===== src/rtl/stream_pack_pkg.sv =====
// Shared types and slice-index helper for the wide-to-narrow stream unpacker.
package stream_pack_pkg;

    typedef enum logic {MSB_FIRST, LSB_FIRST} slice_order_e;
    typedef enum logic {EMPTY, HOLD} unpack_state_e;

    // Maps the emission count to the slice position inside the wide word.
    function automatic int unsigned slice_idx(input int unsigned cnt,
                                              input int unsigned ratio,
                                              input slice_order_e  order);
        return (order == MSB_FIRST) ? (ratio - 1 - cnt) : cnt;
    endfunction

endpackage


===== src/rtl/unpack_slice_sel.sv =====
// Combinational mux that picks the slice of the held word addressed by the count.
module unpack_slice_sel
    import stream_pack_pkg::*;
#(
    parameter int OUT_W = 8,
    parameter int RATIO = 4,
    parameter int ORDER = 0
) (
    input  logic [OUT_W*RATIO-1:0]     hold,
    input  logic [$clog2(RATIO)-1:0]   cnt,
    output logic [OUT_W-1:0]           o_data
);

    localparam int CW = $clog2(RATIO);
    localparam slice_order_e ORD = (ORDER != 0) ? LSB_FIRST : MSB_FIRST;

    logic [RATIO-1:0][OUT_W-1:0] slices;
    logic [RATIO-1:0][OUT_W-1:0] by_cnt;

    assign slices = hold;

    // Reorder once at elaboration so the runtime mux is indexed by count directly.
    for (genvar g = 0; g < RATIO; g++) begin : g_sel
        localparam int unsigned SI = slice_idx(g, RATIO, ORD);
        assign by_cnt[g] = slices[SI];
    end

    always_comb begin
        o_data = '0;
        for (int i = 0; i < RATIO; i++) begin
            if (cnt == CW'(i)) o_data = by_cnt[i];
        end
    end

endmodule


===== src/rtl/stream_width_unpacker.sv =====
// Splits each wide input word into RATIO narrow slices with valid/ready on both sides.
module stream_width_unpacker
    import stream_pack_pkg::*;
#(
    parameter int OUT_W = 8,
    parameter int RATIO = 4,
    parameter int ORDER = 0
) (
    input  logic                   clock,
    input  logic                   rst_n,
    input  logic [OUT_W*RATIO-1:0] i_data,
    input  logic                   i_valid,
    input  logic                   i_last,
    output logic                   i_ready,
    output logic [OUT_W-1:0]       o_data,
    output logic                   o_valid,
    output logic                   o_last,
    input  logic                   o_ready
);

    localparam int IN_W = OUT_W * RATIO;
    localparam int CW   = $clog2(RATIO);

    unpack_state_e   state_q, state_d;
    logic [CW-1:0]   cnt_q, cnt_d;
    logic [IN_W-1:0] hold_q, hold_d;
    logic            last_q, last_d;

    logic cnt_last, out_fire, in_fire;

    assign cnt_last = (cnt_q == CW'(RATIO - 1));
    assign o_valid  = (state_q == HOLD);
    assign out_fire = o_valid & o_ready;
    // Ready on the final slice's handshake lets the next word load with no bubble.
    assign i_ready  = (state_q == EMPTY) | (out_fire & cnt_last);
    assign in_fire  = i_valid & i_ready;
    assign o_last   = last_q & cnt_last;

    always_comb begin
        state_d = state_q;
        cnt_d   = cnt_q;
        hold_d  = hold_q;
        last_d  = last_q;
        case (state_q)
            EMPTY: begin
                if (in_fire) begin
                    state_d = HOLD;
                    hold_d  = i_data;
                    last_d  = i_last;
                    cnt_d   = '0;
                end
            end
            HOLD: begin
                if (out_fire) begin
                    if (!cnt_last) begin
                        cnt_d = cnt_q + CW'(1);
                    end else if (in_fire) begin
                        hold_d = i_data;
                        last_d = i_last;
                        cnt_d  = '0;
                    end else begin
                        // Clearing cnt keeps o_last low while idle.
                        state_d = EMPTY;
                        cnt_d   = '0;
                    end
                end
            end
            default: state_d = EMPTY;
        endcase
    end

    always_ff @(posedge clock or negedge rst_n) begin
        if (!rst_n) begin
            state_q <= EMPTY;
            cnt_q   <= '0;
            hold_q  <= '0;
            last_q  <= 1'b0;
        end else begin
            state_q <= state_d;
            cnt_q   <= cnt_d;
            hold_q  <= hold_d;
            last_q  <= last_d;
        end
    end

    unpack_slice_sel #(
        .OUT_W (OUT_W),
        .RATIO (RATIO),
        .ORDER (ORDER)
    ) u_sel (
        .hold   (hold_q),
        .cnt    (cnt_q),
        .o_data (o_data)
    );

endmodule


===== config.mk =====
export PLATFORM = sky130hd
export DESIGN_NAME = stream_width_unpacker
export DESIGN_NICKNAME = d
export VERILOG_FILES = /design/src/rtl/stream_pack_pkg.sv /design/src/rtl/unpack_slice_sel.sv /design/src/rtl/stream_width_unpacker.sv
export SDC_FILE = /design/constraint.sdc
export NUM_CORES = 1
export LEC_CHECK = 0
export BUFFER_PORTS_ARGS = -buffer_cell sky130_fd_sc_hd__buf_2
export CORE_AREA = 3 3 63 65
export DETAILED_ROUTE_END_ITERATION = 10
export DIE_AREA = 0 0 66 68
export PLACE_DENSITY = 0.77
export SLEW_MARGIN = 20
export SYNTH_ARGS = -nofsm -noshare
export SYNTH_HDL_FRONTEND = slang
export SYNTH_SLANG_ARGS = --single-unit
export TNS_END_PERCENT = 1

===== constraint.sdc =====
create_clock -name clock -period 1.89 [get_ports clock]
set_input_delay 0.0945 -clock clock [delete_from_list [all_inputs] [get_ports clock]]
set_output_delay 0.0945 -clock clock [all_outputs]
set_load 0.02 [all_outputs]

======== After elaboration in Yosys (flattened, before gate mapping) ========
Cells that the tools add are included.
operators by class
  add/sub/neg operators ................... 1
  mux-type cells .......................... 20
  shifts and indexed selects .............. 0
  bitwise gates (word level) .............. 6
  multipliers ............................. 0
  order comparisons ....................... 0
  eq/ne operators ......................... 6
  reduce and logical (&&, ||, !) cells .... 3
  divide/modulo/power cells ............... 0
operators by type and width
  kind                                            count
  2-to-1 mux 32 bit                               3
  case mux 32 bit (2 select lines)                1
  2-to-1 mux 8 bit                                4
  2-to-1 mux 1 bit                                6
  2-to-1 mux 2 bit                                3
  AND 1 bit                                       4
  == test 2 bit (second input constant)           2
  != test 2 x 1 -> 1 bit (second input constant)  2
  case mux 1 bit (2 select lines)                 2
  case mux 2 bit (2 select lines)                 1
  AND reduction 2 bit                             2
  adder 2 x 1 -> 2 bit (second input constant)    1
  == test 2 x 1 -> 1 bit (second input constant)  1
  zero test 2 bit                                 1
  != test 2 bit (second input constant)           1
  inverter 1 bit                                  1
  OR 1 bit                                        1
storage, ports and cells
  memories ................................ 0
  latch bits .............................. 0
  bits in registers ....................... 36
  logic and storage cells ................. 40
  memory bits (writable) .................. 0
  ROM bits ................................ 0
  input bits .............................. 37

======== Longest topological paths before layout ========
  word-level depth ........................ 8
  depth in mapped cells ................... 7
  depth with buffers taken out ............ 5

======== Modules after synthesis ========
Synthesis repeated with hierarchy kept, for this count alone.
second synthesis, totals
  cell total of the unflattened synthesis .. 94
  area, all modules ....................... 1757.9 µm²
by module, submodules not included
  module                 area an instance (µm²)  seq. area each (µm²)  cells each  instances
  stream_width_unpacker  1561.5                  900.9                 84          1
  unpack_slice_sel       196.4                   0.0                   10          1

======== Worst setup path after synthesis ========
No wires, ideal clock.
  path type ............................... reg2out
  start point ............................. reg cnt_q[0]
  end point ............................... out o_data[0]
  data arrival time ....................... 1.520 ns
  buffers on the path ..................... 2
  cell stages (with the launch flop) ...... 7
  required time ........................... 1.796 ns
  slack ................................... 0.276 ns
  path through ............................ dfrtp_1 > ha_1 > buf_2 > nor2b_1 > clkbuf_1 > a22oi_1 > a21oi_1
on the way
  word-level cells in the longest chain between the ends .. 5
  elaborated cells between the ends (all ways) .. 8
  classes of those cells .................. eq/ne (3); mux (4); reduce/logical (1)
ends and longest elaborated chain
  what                           line                         source
  from (decl)                    stream_width_unpacker.sv:25  logic [CW-1:0] cnt_q, cnt_d;
  from (signal assigned)         stream_width_unpacker.sv:80  cnt_q <= cnt_d;
  zero test 2 bit                unpack_slice_sel.sv:31       if (cnt == CW'(i)) o_data = by_cnt[i];
  2-to-1 mux 8 bit (3 in a row)  unpack_slice_sel.sv:31
  2-to-1 mux 8 bit (*)           unpack_slice_sel.sv:31
  to (decl)                      stream_width_unpacker.sv:15  output logic [OUT_W-1:0] o_data,
Mark *: on every way between the ends. The rest lies on a longest branch, timed or not.

======== Worst setup path in the final report ========
  start point ............................. reg cnt_q[1]
  end point ............................... out o_data[2]
Same word-level chain as after synthesis.

==> flow_summary.yaml <==
logic_synthesis:
  postSynthNetCount: 163
  synth.lib_cells_used.distinct: 24
  syn_avg_cell_area_um2: 14.53
  synth_async_sr_flop_share_pct: 100.0
  synth_ff_type: "sky130_fd_sc_hd__dfrtp_1"
  mappedNetlistArea_um2: 1773
  yosys.area.top_type: "sky130_fd_sc_hd__dfrtp_1"
  register_area_share_after_synthesis_pct: 50.81
  post_synth_inst_count: 122
  post_synth_edffs: 0
  synth_top_cells_by_area: "sky130_fd_sc_hd__dfrtp_1 51%, sky130_fd_sc_hd__mux2_4 25%, sky130_fd_sc_hd__buf_12 3.4%"
  synth_top_cell_area_share_pct: 50.81
  synth_warnings: 0
  ys_seq_elements: 36
placement:
  hpwl_dp_um: 2616
  routabilityCongestion: 0.8254
  place_worst_setup_slack_ns: 0.1599
  port-buffer-count: 47
global_routing:
  grt_usage_pct: 20.59
  grt_pass1_vias: 1413
  antenna_found_initial: 0
  grt_remaining_overflow: 0
  global_route_wire_length_before_repair_um: 6706
  largest_net_degree_at_the_start_of_global_routing: 37
sta:
  timing.final.crit_share_pct: 100.5
  worst_pin_slew_ns: 0.7671
  timing.setup.tns_ns: -0.009622
  maxSlewViolCount: 0
  setup_viol: 1
  fin_worst_skew_ns: 0.004669
  final.min_clock_period_ns: 1.900
  timing.final.hold_violations: 0
  worst_slew_margin_rel_pct: 48.86
  rsz0062_at_grt: "true"
  highest_achievable_clock_rate_mhz: 526.4
  timing.final.ws_setup_ns: -0.009622
power:
  register_share_of_total_power_pct: 35.0
  power_frac_clock_pct: 10.2
  combinationalPowerShare_pct: 54.9
  power_switching_share_pct: 37.85
  switching_power_mw: 1.592
  leak_pwr_nw: 1.272
  vdd_ir_drop_max_mv: 0.9852
  power.density_nw_per_um2: 1604
  p_int_mw: 2.615
drt:
  postRouteAntennaNets: 0
  route.top_layer_used: "met4"
  remaining_drc_errors: 0
  routed_wire_length_um: 4455
  initialDrtViolationCount: 39
  wl_per_cell_um: 17.47
  detailedRoute.firstPassIterationCount: 4
  vias_per_cell: 5.188
  num_vias: 1323
  met2_length_um: 2395
  detailroute.wirelength.met3_um: 151
  drt-met1-wl_um: 1801
floorplanning:
  dieWidth_um: 66
  core.rowCount: 21
  floorplan.io_pins: 48
  start_util_pct: 52.31
  fp.dieArea_um2: 4488
  die_h_um: 68
  core_um2: 3390
setup_path:
  r2r-end: "hold_q[5]"
  cp_data_arrival_time_ns: 1.81
  cp-end-kind: "output port"
  regToRegStartpoint: "cnt_q[0]"
  timing.critical_path.to: "o_data[2]"
  reg2reg_setup_slack_ns: 0.16
  worst-r2r-cell-count: 5
  cp_data_required_time_ns: 1.80
  crit_start: "cnt_q[1]"
  critPathKind: "flip-flop to output port"
  critical_path.startpoint_type: "flip-flop"
  crit_fanout: 7
clock_tree:
  clock_slew_at_the_register_clock_pins_of_the_worst_setup_and_hold_paths_ns: 0.10
  clock-sinks: 36
  tritoncts: "done"
  cts-root-to-sink-buffers: 2
  clock_tree.htree_level_count: 2
  clk_latency_ns: 0.34
  cts_root_buffer: "sky130_fd_sc_hd__clkbuf_4"
  cts_inserted_buffers: 5
cells_and_area:
  fillerInstances: 187
  most_common_cell_after_layout_fill_and_taps_aside: "sky130_fd_sc_hd__buf_2"
  area_delta_synth_final_pct: 47.92
  most-common-layout-cells: "39 x sky130_fd_sc_hd__buf_2, 34 x sky130_fd_sc_hd__dlygate4sd3_1, 34 x sky130_fd_sc_hd__dfrtp_1"
  finalCoreUtilization_pct: 77.37
  num-nets-final: 249
  multi_input_comb_area_um2: 920.9
  combined_flip_flop_and_latch_cell_area_um2: 903.4
  diodes: 0
  post_route_cells_drive_above_1_share_pct: 58.37
outcome:
  status: "finished, violations left"
  violations: "negative setup slack"
job:
  drv.max_cap_violation_count: 0
worst_hold_path:
  path_category_of_the_worst_min_delay_check: "input port to flip-flop"
  holdCritStartpoint: "i_data[23]"
==> timing repair <==
item / 4_1_cts / 5_1_grt
endpoints found under the setup margin: 8 / 8
resized for setup: 10 / 37
pin swaps: 0 / 11
hold buffers: 34 / 0
hold endpoints to repair: 69 / 0
buffers inserted: 1 / 0
==> kinds of logic after synthesis <==
kind of cell,synth area share [%]
multiplexers,27.31
flip-flops,50.81
AO/OA/AOI/OAI,9.245
buffers and inverters,4.728
adder cells (fa/ha/maj),2.823
AND/OR/NAND/NOR,5.081
==> how the worst min path moves through the flow <==
stage	endpoint	slack (ns)	cells after the start
after detailed placement	hold_q[6]	0.21	1
after global placement	hold_q[6]	0.20	1
after floorplan	cnt_q[0]	-0.20	0
after CTS	cnt_q[1]	0.006	3
after global routing	hold_q[23]	0.002	2
final	hold_q[23]	0.004	2
==> stage by stage <==
stage / power (mW) / hold slack, ns / instance area (µm²) / cells
after floorplan: 2.697 / -0.2011 / 1773 / 122
after global placement: 3.098 / 0.2027 / 2041 / 212
after detailed placement: 3.161 / 0.2081 / 2041 / 212
after CTS: 3.733 / 0.005874 / 2480 / 255
after global routing: 4.413 / 0.001927 / 2623 / 255
final: 4.207 / 0.003841 / 2623 / 255
==> registers in the layout, summed over array words and instances (netlist names) <==
register,count
cnt_q,2
last_q,1
o_valid,1
hold_q,32
==> worst max-delay path, stage by stage, from the launching register on <==
cell and delay, ns:
sky130_fd_sc_hd__dfrtp_2 0.48, sky130_fd_sc_hd__inv_2 0.11, sky130_fd_sc_hd__ha_4 0.15, sky130_fd_sc_hd__nor2b_4 0.28, sky130_fd_sc_hd__a22oi_2 0.11, sky130_fd_sc_hd__a21oi_2 0.19, sky130_fd_sc_hd__buf_6 0.14
==> power groups by stage <==
stage	logic, mW	registers, mW	clock network (mW)
2_1_floorplan	1.37	1.33	0
3_3_place_gp	1.71	1.39	0
3_5_place_dp	1.76	1.41	0
5_1_grt	2.43	1.51	0.476
6_report	2.31	1.47	0.427
4_1_cts	1.89	1.41	0.434
==> metal layers <==
metal	vias to the layer above	GRT usage, %
met5	-	0
met4	0	11.17
met3	13	4.926
met2	35	35.17
met1	664	24.00
li1	611	-
==> synthesized netlist by cell type, drive strengths merged (2+ instances only) <==
library cell,number
buf,4
a21oi,7
a22oi,7
nand2b,2
ha,4
inv,3
o21ai,2
nand2,4
dfrtp,36
clkbuf,2
o22ai,7
nand3,3
mux2,33
==> cell type report <==
cell class,count,share of cell area [%]
Timing Repair Buffer,85,25.24
Tap cell,46,2.195
Inverter,3,0.6679
Multi-Input combinational cell,77,35.11
Sequential cell,36,34.45
Clock buffer,6,1.956
Clock inverter,2,0.3817
Power figures use the tool's default switching activity.
